===== src/rtl/mcc_pkg.sv =====
// Shared constants for the multi-cycle MIPS-subset core:
// opcodes, functs, FSM state codes and ALU operations.
package mcc_pkg;

  localparam logic [5:0] OP_RTYPE = 6'h00;
  localparam logic [5:0] OP_J     = 6'h02;
  localparam logic [5:0] OP_JAL   = 6'h03;
  localparam logic [5:0] OP_BEQ   = 6'h04;
  localparam logic [5:0] OP_BNE   = 6'h05;
  localparam logic [5:0] OP_ADDI  = 6'h08;
  localparam logic [5:0] OP_ADDIU = 6'h09;
  localparam logic [5:0] OP_SLTI  = 6'h0A;
  localparam logic [5:0] OP_ANDI  = 6'h0C;
  localparam logic [5:0] OP_ORI   = 6'h0D;
  localparam logic [5:0] OP_XORI  = 6'h0E;
  localparam logic [5:0] OP_LUI   = 6'h0F;
  localparam logic [5:0] OP_COP0  = 6'h10;
  localparam logic [5:0] OP_LW    = 6'h23;
  localparam logic [5:0] OP_SW    = 6'h2B;

  localparam logic [5:0] F_SLL  = 6'h00;
  localparam logic [5:0] F_SRL  = 6'h02;
  localparam logic [5:0] F_SRA  = 6'h03;
  localparam logic [5:0] F_JR   = 6'h08;
  localparam logic [5:0] F_ERET = 6'h18;
  localparam logic [5:0] F_ADD  = 6'h20;
  localparam logic [5:0] F_ADDU = 6'h21;
  localparam logic [5:0] F_SUB  = 6'h22;
  localparam logic [5:0] F_SUBU = 6'h23;
  localparam logic [5:0] F_AND  = 6'h24;
  localparam logic [5:0] F_OR   = 6'h25;
  localparam logic [5:0] F_XOR  = 6'h26;
  localparam logic [5:0] F_NOR  = 6'h27;
  localparam logic [5:0] F_SLT  = 6'h2A;

  typedef enum logic [4:0] {
    S_IF   = 5'd0,
    S_ID   = 5'd1,
    S_EX_R = 5'd2,
    S_EX_I = 5'd3,
    S_MA   = 5'd4,
    S_MR   = 5'd5,
    S_MW   = 5'd6,
    S_WB_R = 5'd7,
    S_WB_I = 5'd8,
    S_WB_L = 5'd9,
    S_BR   = 5'd10,
    S_JMP  = 5'd11,
    S_INT  = 5'd12,
    S_ERET = 5'd13
  } state_t;

  typedef enum logic [3:0] {
    ALU_ADD,
    ALU_SUB,
    ALU_AND,
    ALU_OR,
    ALU_XOR,
    ALU_NOR,
    ALU_SLT,
    ALU_SLL,
    ALU_SRL,
    ALU_SRA,
    ALU_LUI
  } alu_op_t;

  function automatic logic is_r_alu(input logic [5:0] f);
    return f inside {F_SLL, F_SRL, F_SRA, F_ADD,
                     F_ADDU, F_SUB, F_SUBU, F_AND,
                     F_OR, F_XOR, F_NOR, F_SLT};
  endfunction

  function automatic alu_op_t r_alu_op(input logic [5:0] f);
    case (f)
      F_SUB, F_SUBU: return ALU_SUB;
      F_AND:         return ALU_AND;
      F_OR:          return ALU_OR;
      F_XOR:         return ALU_XOR;
      F_NOR:         return ALU_NOR;
      F_SLT:         return ALU_SLT;
      F_SLL:         return ALU_SLL;
      F_SRL:         return ALU_SRL;
      F_SRA:         return ALU_SRA;
      default:       return ALU_ADD;
    endcase
  endfunction

  function automatic logic is_i_alu(input logic [5:0] op);
    return op inside {OP_ADDI, OP_ADDIU, OP_SLTI,
                      OP_ANDI, OP_ORI, OP_XORI, OP_LUI};
  endfunction

  function automatic alu_op_t i_alu_op(input logic [5:0] op);
    case (op)
      OP_SLTI: return ALU_SLT;
      OP_ANDI: return ALU_AND;
      OP_ORI:  return ALU_OR;
      OP_XORI: return ALU_XOR;
      OP_LUI:  return ALU_LUI;
      default: return ALU_ADD;
    endcase
  endfunction

endpackage


===== src/rtl/mcc_alu.sv =====
// Combinational 32-bit ALU with zero flag.
// Shifts operate on i_b by i_shamt; LUI places i_b[15:0] high.
module mcc_alu
  import mcc_pkg::*;
(
  input  alu_op_t     i_op,
  input  logic [31:0] i_a,
  input  logic [31:0] i_b,
  input  logic [4:0]  i_shamt,
  output logic [31:0] o_y,
  output logic        o_zero
);

  always_comb begin
    o_y = '0;
    unique case (i_op)
      ALU_ADD: o_y = i_a + i_b;
      ALU_SUB: o_y = i_a - i_b;
      ALU_AND: o_y = i_a & i_b;
      ALU_OR:  o_y = i_a | i_b;
      ALU_XOR: o_y = i_a ^ i_b;
      ALU_NOR: o_y = ~(i_a | i_b);
      ALU_SLT: o_y = {31'd0, $signed(i_a) < $signed(i_b)};
      ALU_SLL: o_y = i_b << i_shamt;
      ALU_SRL: o_y = i_b >> i_shamt;
      ALU_SRA: o_y = $signed(i_b) >>> i_shamt;
      ALU_LUI: o_y = {i_b[15:0], 16'h0000};
      default: o_y = '0;
    endcase
  end

  assign o_zero = (o_y == 32'd0);

endmodule


===== src/rtl/multi_cycle_core.sv =====
// Multi-cycle MIPS-subset core with one interrupt level.
// Single bus for fetch and data; stalls on mio_ready low.
module multi_cycle_core
  import mcc_pkg::*;
#(
  parameter logic [31:0] RESET_PC   = 32'h0000_0000,
  parameter logic [31:0] INT_VECTOR = 32'h0000_0004
)(
  input  logic        clk,
  input  logic        reset,
  input  logic        mio_ready,
  input  logic        INTsignal,
  input  logic [31:0] data_in,
  output logic        mem_w,
  output logic [31:0] addr_out,
  output logic [31:0] data_out,
  output logic [31:0] pc_out,
  output logic [31:0] inst,
  output logic [4:0]  state
);

  state_t      r_state;
  state_t      w_next;
  state_t      w_dispatch;
  logic [31:0] r_pc;
  logic [31:0] r_ir;
  logic [31:0] r_a;
  logic [31:0] r_b;
  logic [31:0] r_imm;
  logic [31:0] r_alu;
  logic [31:0] r_mdr;
  logic [31:0] r_epc;
  logic        r_ie;
  logic [31:0] r_gpr [1:31];

  logic [5:0]  w_op;
  logic [4:0]  w_rs;
  logic [4:0]  w_rt;
  logic [4:0]  w_rd;
  logic [5:0]  w_funct;
  logic [31:0] w_sext;
  logic [31:0] w_zext;
  logic [31:0] w_rs_val;
  logic [31:0] w_rt_val;
  logic        w_int;

  alu_op_t     w_alu_op;
  logic [31:0] w_alu_b;
  logic [31:0] w_alu_y;
  logic        w_alu_zero;
  logic        w_taken;

  logic        w_we;
  logic [4:0]  w_wa;
  logic [31:0] w_wd;

  assign w_op    = r_ir[31:26];
  assign w_rs    = r_ir[25:21];
  assign w_rt    = r_ir[20:16];
  assign w_rd    = r_ir[15:11];
  assign w_funct = r_ir[5:0];
  assign w_sext  = {{16{r_ir[15]}}, r_ir[15:0]};
  assign w_zext  = {16'h0000, r_ir[15:0]};

  assign w_rs_val = (w_rs == 5'd0) ? '0 : r_gpr[w_rs];
  assign w_rt_val = (w_rt == 5'd0) ? '0 : r_gpr[w_rt];
  assign w_int    = INTsignal & r_ie;

  always_comb begin
    w_dispatch = S_IF;
    unique case (1'b1)
      (w_op == OP_RTYPE) && is_r_alu(w_funct):
        w_dispatch = S_EX_R;
      is_i_alu(w_op):
        w_dispatch = S_EX_I;
      (w_op == OP_LW) || (w_op == OP_SW):
        w_dispatch = S_MA;
      (w_op == OP_BEQ) || (w_op == OP_BNE):
        w_dispatch = S_BR;
      (w_op == OP_J) || (w_op == OP_JAL) ||
      ((w_op == OP_RTYPE) && (w_funct == F_JR)):
        w_dispatch = S_JMP;
      (w_op == OP_COP0) && (w_funct == F_ERET):
        w_dispatch = S_ERET;
      default: w_dispatch = S_IF;
    endcase
  end

  always_comb begin
    w_next = r_state;
    unique case (r_state)
      S_IF: begin
        if (w_int)          w_next = S_INT;
        else if (mio_ready) w_next = S_ID;
      end
      S_ID:   w_next = w_dispatch;
      S_EX_R: w_next = S_WB_R;
      S_EX_I: w_next = S_WB_I;
      S_MA:   w_next = (w_op == OP_LW) ? S_MR : S_MW;
      S_MR:   if (mio_ready) w_next = S_WB_L;
      S_MW:   if (mio_ready) w_next = S_IF;
      default: w_next = S_IF;
    endcase
  end

  always_comb begin
    w_alu_op = ALU_ADD;
    w_alu_b  = r_b;
    unique case (r_state)
      S_EX_R: w_alu_op = r_alu_op(w_funct);
      S_EX_I: begin
        w_alu_op = i_alu_op(w_op);
        w_alu_b  = (w_op inside {OP_ANDI, OP_ORI, OP_XORI})
                   ? w_zext : r_imm;
      end
      S_MA:   w_alu_b  = r_imm;
      S_BR:   w_alu_op = ALU_SUB;
      default: w_alu_op = ALU_ADD;
    endcase
  end

  mcc_alu u_alu (
    .i_op    (w_alu_op),
    .i_a     (r_a),
    .i_b     (w_alu_b),
    .i_shamt (r_ir[10:6]),
    .o_y     (w_alu_y),
    .o_zero  (w_alu_zero)
  );

  assign w_taken = (w_op == OP_BEQ) ? w_alu_zero : !w_alu_zero;

  always_comb begin
    w_we = 1'b0;
    w_wa = w_rt;
    w_wd = r_alu;
    unique case (r_state)
      S_WB_R: begin
        w_we = 1'b1;
        w_wa = w_rd;
      end
      S_WB_I: w_we = 1'b1;
      S_WB_L: begin
        w_we = 1'b1;
        w_wd = r_mdr;
      end
      S_JMP: begin
        w_we = (w_op == OP_JAL);
        w_wa = 5'd31;
        w_wd = r_pc;
      end
      default: w_we = 1'b0;
    endcase
  end

  always_ff @(posedge clk or posedge reset) begin
    if (reset) begin
      r_state <= S_IF;
      r_pc    <= RESET_PC;
      r_ir    <= '0;
      r_a     <= '0;
      r_b     <= '0;
      r_imm   <= '0;
      r_alu   <= '0;
      r_mdr   <= '0;
      r_epc   <= '0;
      r_ie    <= 1'b1;
      for (int i = 1; i < 32; i++) r_gpr[i] <= '0;
    end else begin
      r_state <= w_next;
      if (w_we && (w_wa != 5'd0)) r_gpr[w_wa] <= w_wd;
      unique case (r_state)
        S_IF: begin
          if (!w_int && mio_ready) begin
            r_ir <= data_in;
            r_pc <= r_pc + 32'd4;
          end
        end
        S_ID: begin
          r_a   <= w_rs_val;
          r_b   <= w_rt_val;
          r_imm <= w_sext;
        end
        S_EX_R, S_EX_I, S_MA: r_alu <= w_alu_y;
        S_MR: if (mio_ready) r_mdr <= data_in;
        S_BR: if (w_taken) r_pc <= r_pc + (r_imm << 2);
        S_JMP: begin
          if (w_op == OP_RTYPE) r_pc <= r_a;
          else r_pc <= {r_pc[31:28], r_ir[25:0], 2'b00};
        end
        S_INT: begin
          r_epc <= r_pc;
          r_pc  <= INT_VECTOR;
          r_ie  <= 1'b0;
        end
        S_ERET: begin
          r_pc <= r_epc;
          r_ie <= 1'b1;
        end
        default: r_ie <= r_ie;
      endcase
    end
  end

  assign mem_w    = (r_state == S_MW);
  assign addr_out = (r_state == S_MR || r_state == S_MW)
                    ? r_alu : r_pc;
  assign data_out = r_b;
  assign pc_out   = r_pc;
  assign inst     = r_ir;
  assign state    = r_state;

endmodule


===== config.mk =====
export PLATFORM = sky130hd
export DESIGN_NAME = multi_cycle_core
export DESIGN_NICKNAME = d
export VERILOG_FILES = /design/src/rtl/mcc_pkg.sv /design/src/rtl/mcc_alu.sv /design/src/rtl/multi_cycle_core.sv
export SDC_FILE = /design/constraint.sdc
export NUM_CORES = 2
export LEC_CHECK = 0
export ABC_CLOCK_PERIOD_IN_PS = 119600
export BUFFER_PORTS_ARGS = -buffer_cell sky130_fd_sc_hd__buf_2
export CORE_ASPECT_RATIO = 1.75
export CORE_MARGIN = 2
export CORE_UTILIZATION = 65
export CTS_BUF_LIST = sky130_fd_sc_hd__clkbuf_2
export CTS_CLUSTER_DIAMETER = 100
export DETAILED_ROUTE_END_ITERATION = 8
export PLACE_DENSITY_LB_ADDON = 0.15
export SLEW_MARGIN = 20
export SYNTH_ARGS = -nofsm -noshare
export SYNTH_HDL_FRONTEND = slang
export SYNTH_HIERARCHICAL = 1
export SYNTH_SLANG_ARGS = --single-unit

===== constraint.sdc =====
create_clock -name clk -period 119.6 [get_ports clk]
set_clock_uncertainty 0.2 [all_clocks]
set_input_delay 23.92 -clock clk [delete_from_list [all_inputs] [get_ports clk]]
set_output_delay 23.92 -clock clk [all_outputs]
set_load 0.005 [all_outputs]

==> run_results.csv <==
group,metric,value,unit
logic_synthesis,yosysUniqueCellTypes,117,
floorplan,coreArea,114000,sq um
worst_setup_path,crit_type,"reg2out",
cells_and_area,final_cell_mix,"nand2_1 (1452), dfrtp_1 (1221), o21ai_0 (973), mux4_2 (612), clkbuf_2 (442)",
grt,grt_pass1_wl,429000,um
cts,clk_latency,1.78,ns
power,powerDensity,24.9,nW/um^2
logic_synthesis,async_flop_share,100,%
cells_and_area,layout.nets,7387,
cells_and_area,final_util,69.4,%
sta,rsz0062_at_grt,"no",
sta,max_freq,35.2,MHz
routing,wirelength,293000,um
sta,holdWs,0.278,ns
logic_synthesis,synth_seq_cells,1237,
grt,antenna_found_initial,40,
cts,clockBufferDepth,4,
logic_synthesis,yosys_warnings,6,
cts,cts_tree,"built",
place,dp.cells,8417,
place,gp_congestion,1.08,
cts,htree_num_levels,5,
grt,grt_usage,50.6,%
run,max-cap-violations,0,
logic_synthesis,syn_inst,7309,
floorplan,die_h,453,um
logic_synthesis,synth_fp_nets,7464,
cts,ctsHoldBuffers,0,
cells_and_area,mostFrequentLayoutCell,"nand2_1",
cts,cts_setup_buffers,0,
logic_synthesis,synth-edff-count,0,
worst_setup_path,worstPathRequired,95.48,ns
power,p_leak,34.1,nW
cells_and_area,finalNonFillerCells,8952,
routing,initialDrtViolationCount,8702,
routing,wl_per_cell,32.7,um
floorplan,ios,170,
cells_and_area,seqCellArea,31000,sq um
routing,viasPerCell,7.34,
worst_setup_path,cp_max_fo,36,
power,p_total,1.97,mW
floorplan,fp.dieW,260,um
cells_and_area,multiInputGateArea,41000,sq um
logic_synthesis,avgSynthCellArea,10.2,sq um
cts,cts_made_buffers,300,
sta,fin_crit,28.38,ns
logic_synthesis,ys.flop_type,"dfrtp_1",
sta,setup_slack,91.22,ns
sta,setup-tns-final,0,ns
place,dp_hpwl,187000,um
sta,finalCritPeriodShare,23.7,%
sta,tightest_slew,1.26,ns
grt,grt_max_degree,169,
cells_and_area,drive_above_1_share,24.1,%
sta,slew_headroom,14.8,%
min_path,hold_path_class,"reg2reg",
cts,ctsResizeCount,0,
grt,grt_pass1_vias,65100,
routing,firstDrtPassIters,8,
sta,hold_viol_final,0,
logic_synthesis,yosysTopAreaCell,"dfrtp_1",
status,outcome,"completed",
logic_synthesis,synth.area.top_cells,"dfrtp_1 (41%), mux4_2 (18%), nand2_1 (7.4%)",
floorplan,dieArea,118000,sq um
cells_and_area,syn_to_final_growth,5.89,%
floorplan,start_util,65.5,%
power,irDropWorstVdd,0.0208,mV
worst_setup_path,crit_arrival,4.26,ns
routing,num_vias,65700,
cts,clockRootBuffer,"clkbuf_2",
sta,finalMaxSlewViolations,0,
cells_and_area,final_area,79100,sq um
floorplan,fp-row-count,164,
logic_synthesis,yosysSeqAreaShare,41.4,%
place,dp_slack,90.08,ns
worst_setup_path,end_kind,"primary output",
place,postPlaceCellArea,76500,sq um
routing,drtAntennaViolNets,0,
place,io_buffers,168,
logic_synthesis,synthesis.area,74700,sq um
cts,clock_sinks,1237,
sta,setup_viol,0,
cells_and_area,fillers,8785,
routing,drc,0,
worst_setup_path,critPathLaunchType,"register",
logic_synthesis,yosys.area.top_type_share,41.4,%
grt,grt_overflow,0,
cts,path_clk_slew,0.12,ns
## metal layers
| metal | global-route usage (%) | part of all wire [%] | vias to the layer above |
|---|---|---|---|
| met4 | 43.7 | 10 | 20 |
| met1 | 59.6 | 33 | 32400 |
| met5 | 0 | 0.043 | - |
| li1 | - | - | 26800 |
| met3 | 17.2 | 12 | 1561 |
| met2 | 74.2 | 45 | 4938 |
## power breakdown
group          leakage, nW  switching, mW  internal, mW
combinational         15.1          0.684         0.376
sequential            17.0          0.129         0.504
clock                 1.98          0.174         0.103
total                 34.1          0.988         0.984
## registers in the layout (all words and copies together) (netlist names)
name,cells
r_alu,32
r_ie,1
r_a,32
r_epc,32
data_out,32
r_mdr,32
inst,32
pc_out,32
r_imm,16
r_gpr,992
state,4
## final cells by class
cell class | count | area share, %
Multi-Input combinational cell | 5229 | 51.8
Antenna cell | 32 | 0.101
Inverter | 138 | 0.664
Timing Repair Buffer | 326 | 2.70
Clock inverter | 55 | 0.368
Sequential cell | 1237 | 39.2
Clock buffer | 441 | 2.79
Tap cell | 1494 | 2.36
## cell usage after synthesis, types with 23 or more instances
master and n:
o211ai_1 35, and2_1 25, mux2_2 218, a211oi_1 31
a21oi_1 224, dfrtp_1 1236, nand2b_1 36, nand3_1 55
buf_1 60, nand2_1 1479, a22oi_1 23, buf_2 86
a31oi_1 29, mux2i_1 159, nor4_1 25, a22o_1 56
o21ai_1 200, ha_1 116, clkbuf_1 550, nor3_1 59
o21ai_0 977, inv_1 130, nand4_1 29, nor2b_1 29
a222oi_1 27, nor2_1 266, mux4_2 612, a221oi_1 47
a21o_1 30
## kinds of logic (layout without fill, tap and decap cells)
group | after synthesis | count (layout) | synth area share [%]
compound gates | 1941 | 1941 | 15.5
xor+xnor | 31 | 31 | 0.363
fa+ha+maj | 119 | 119 | 2.02
buf+inv | 843 | 960 | 4.44
flops | 1237 | 1237 | 41.4
mux | 995 | 995 | 24.0
other cells | 1 | 33 | 0.00502
simple gates | 2142 | 2142 | 12.3
## critical path, stage by stage, from the launching register on
cell and delay, ns:
dfrtp_1 0.91, nand2_1 0.36, a21oi_4 0.19, buf_4 0.44, mux2_2 0.42, buf_2 0.13
## worst paths after layout
path	startpoint	to	slack (ns)	cells after the start
worst max-delay path	state[0]	addr_out[18]	91.22	5
worst min-delay path	r_epc[25]	pc_out[25]	0.28	2
worst max register to register	state[1]	pc_out[18]	107.95	25
worst min register to register	r_epc[25]	pc_out[25]	0.28	2
max in group asynchronous	reset	r_gpr[549]	92.50	7
min in group asynchronous	reset	r_gpr[151]	22.18	2
Note: power is estimated with default switching activity, not from simulation.
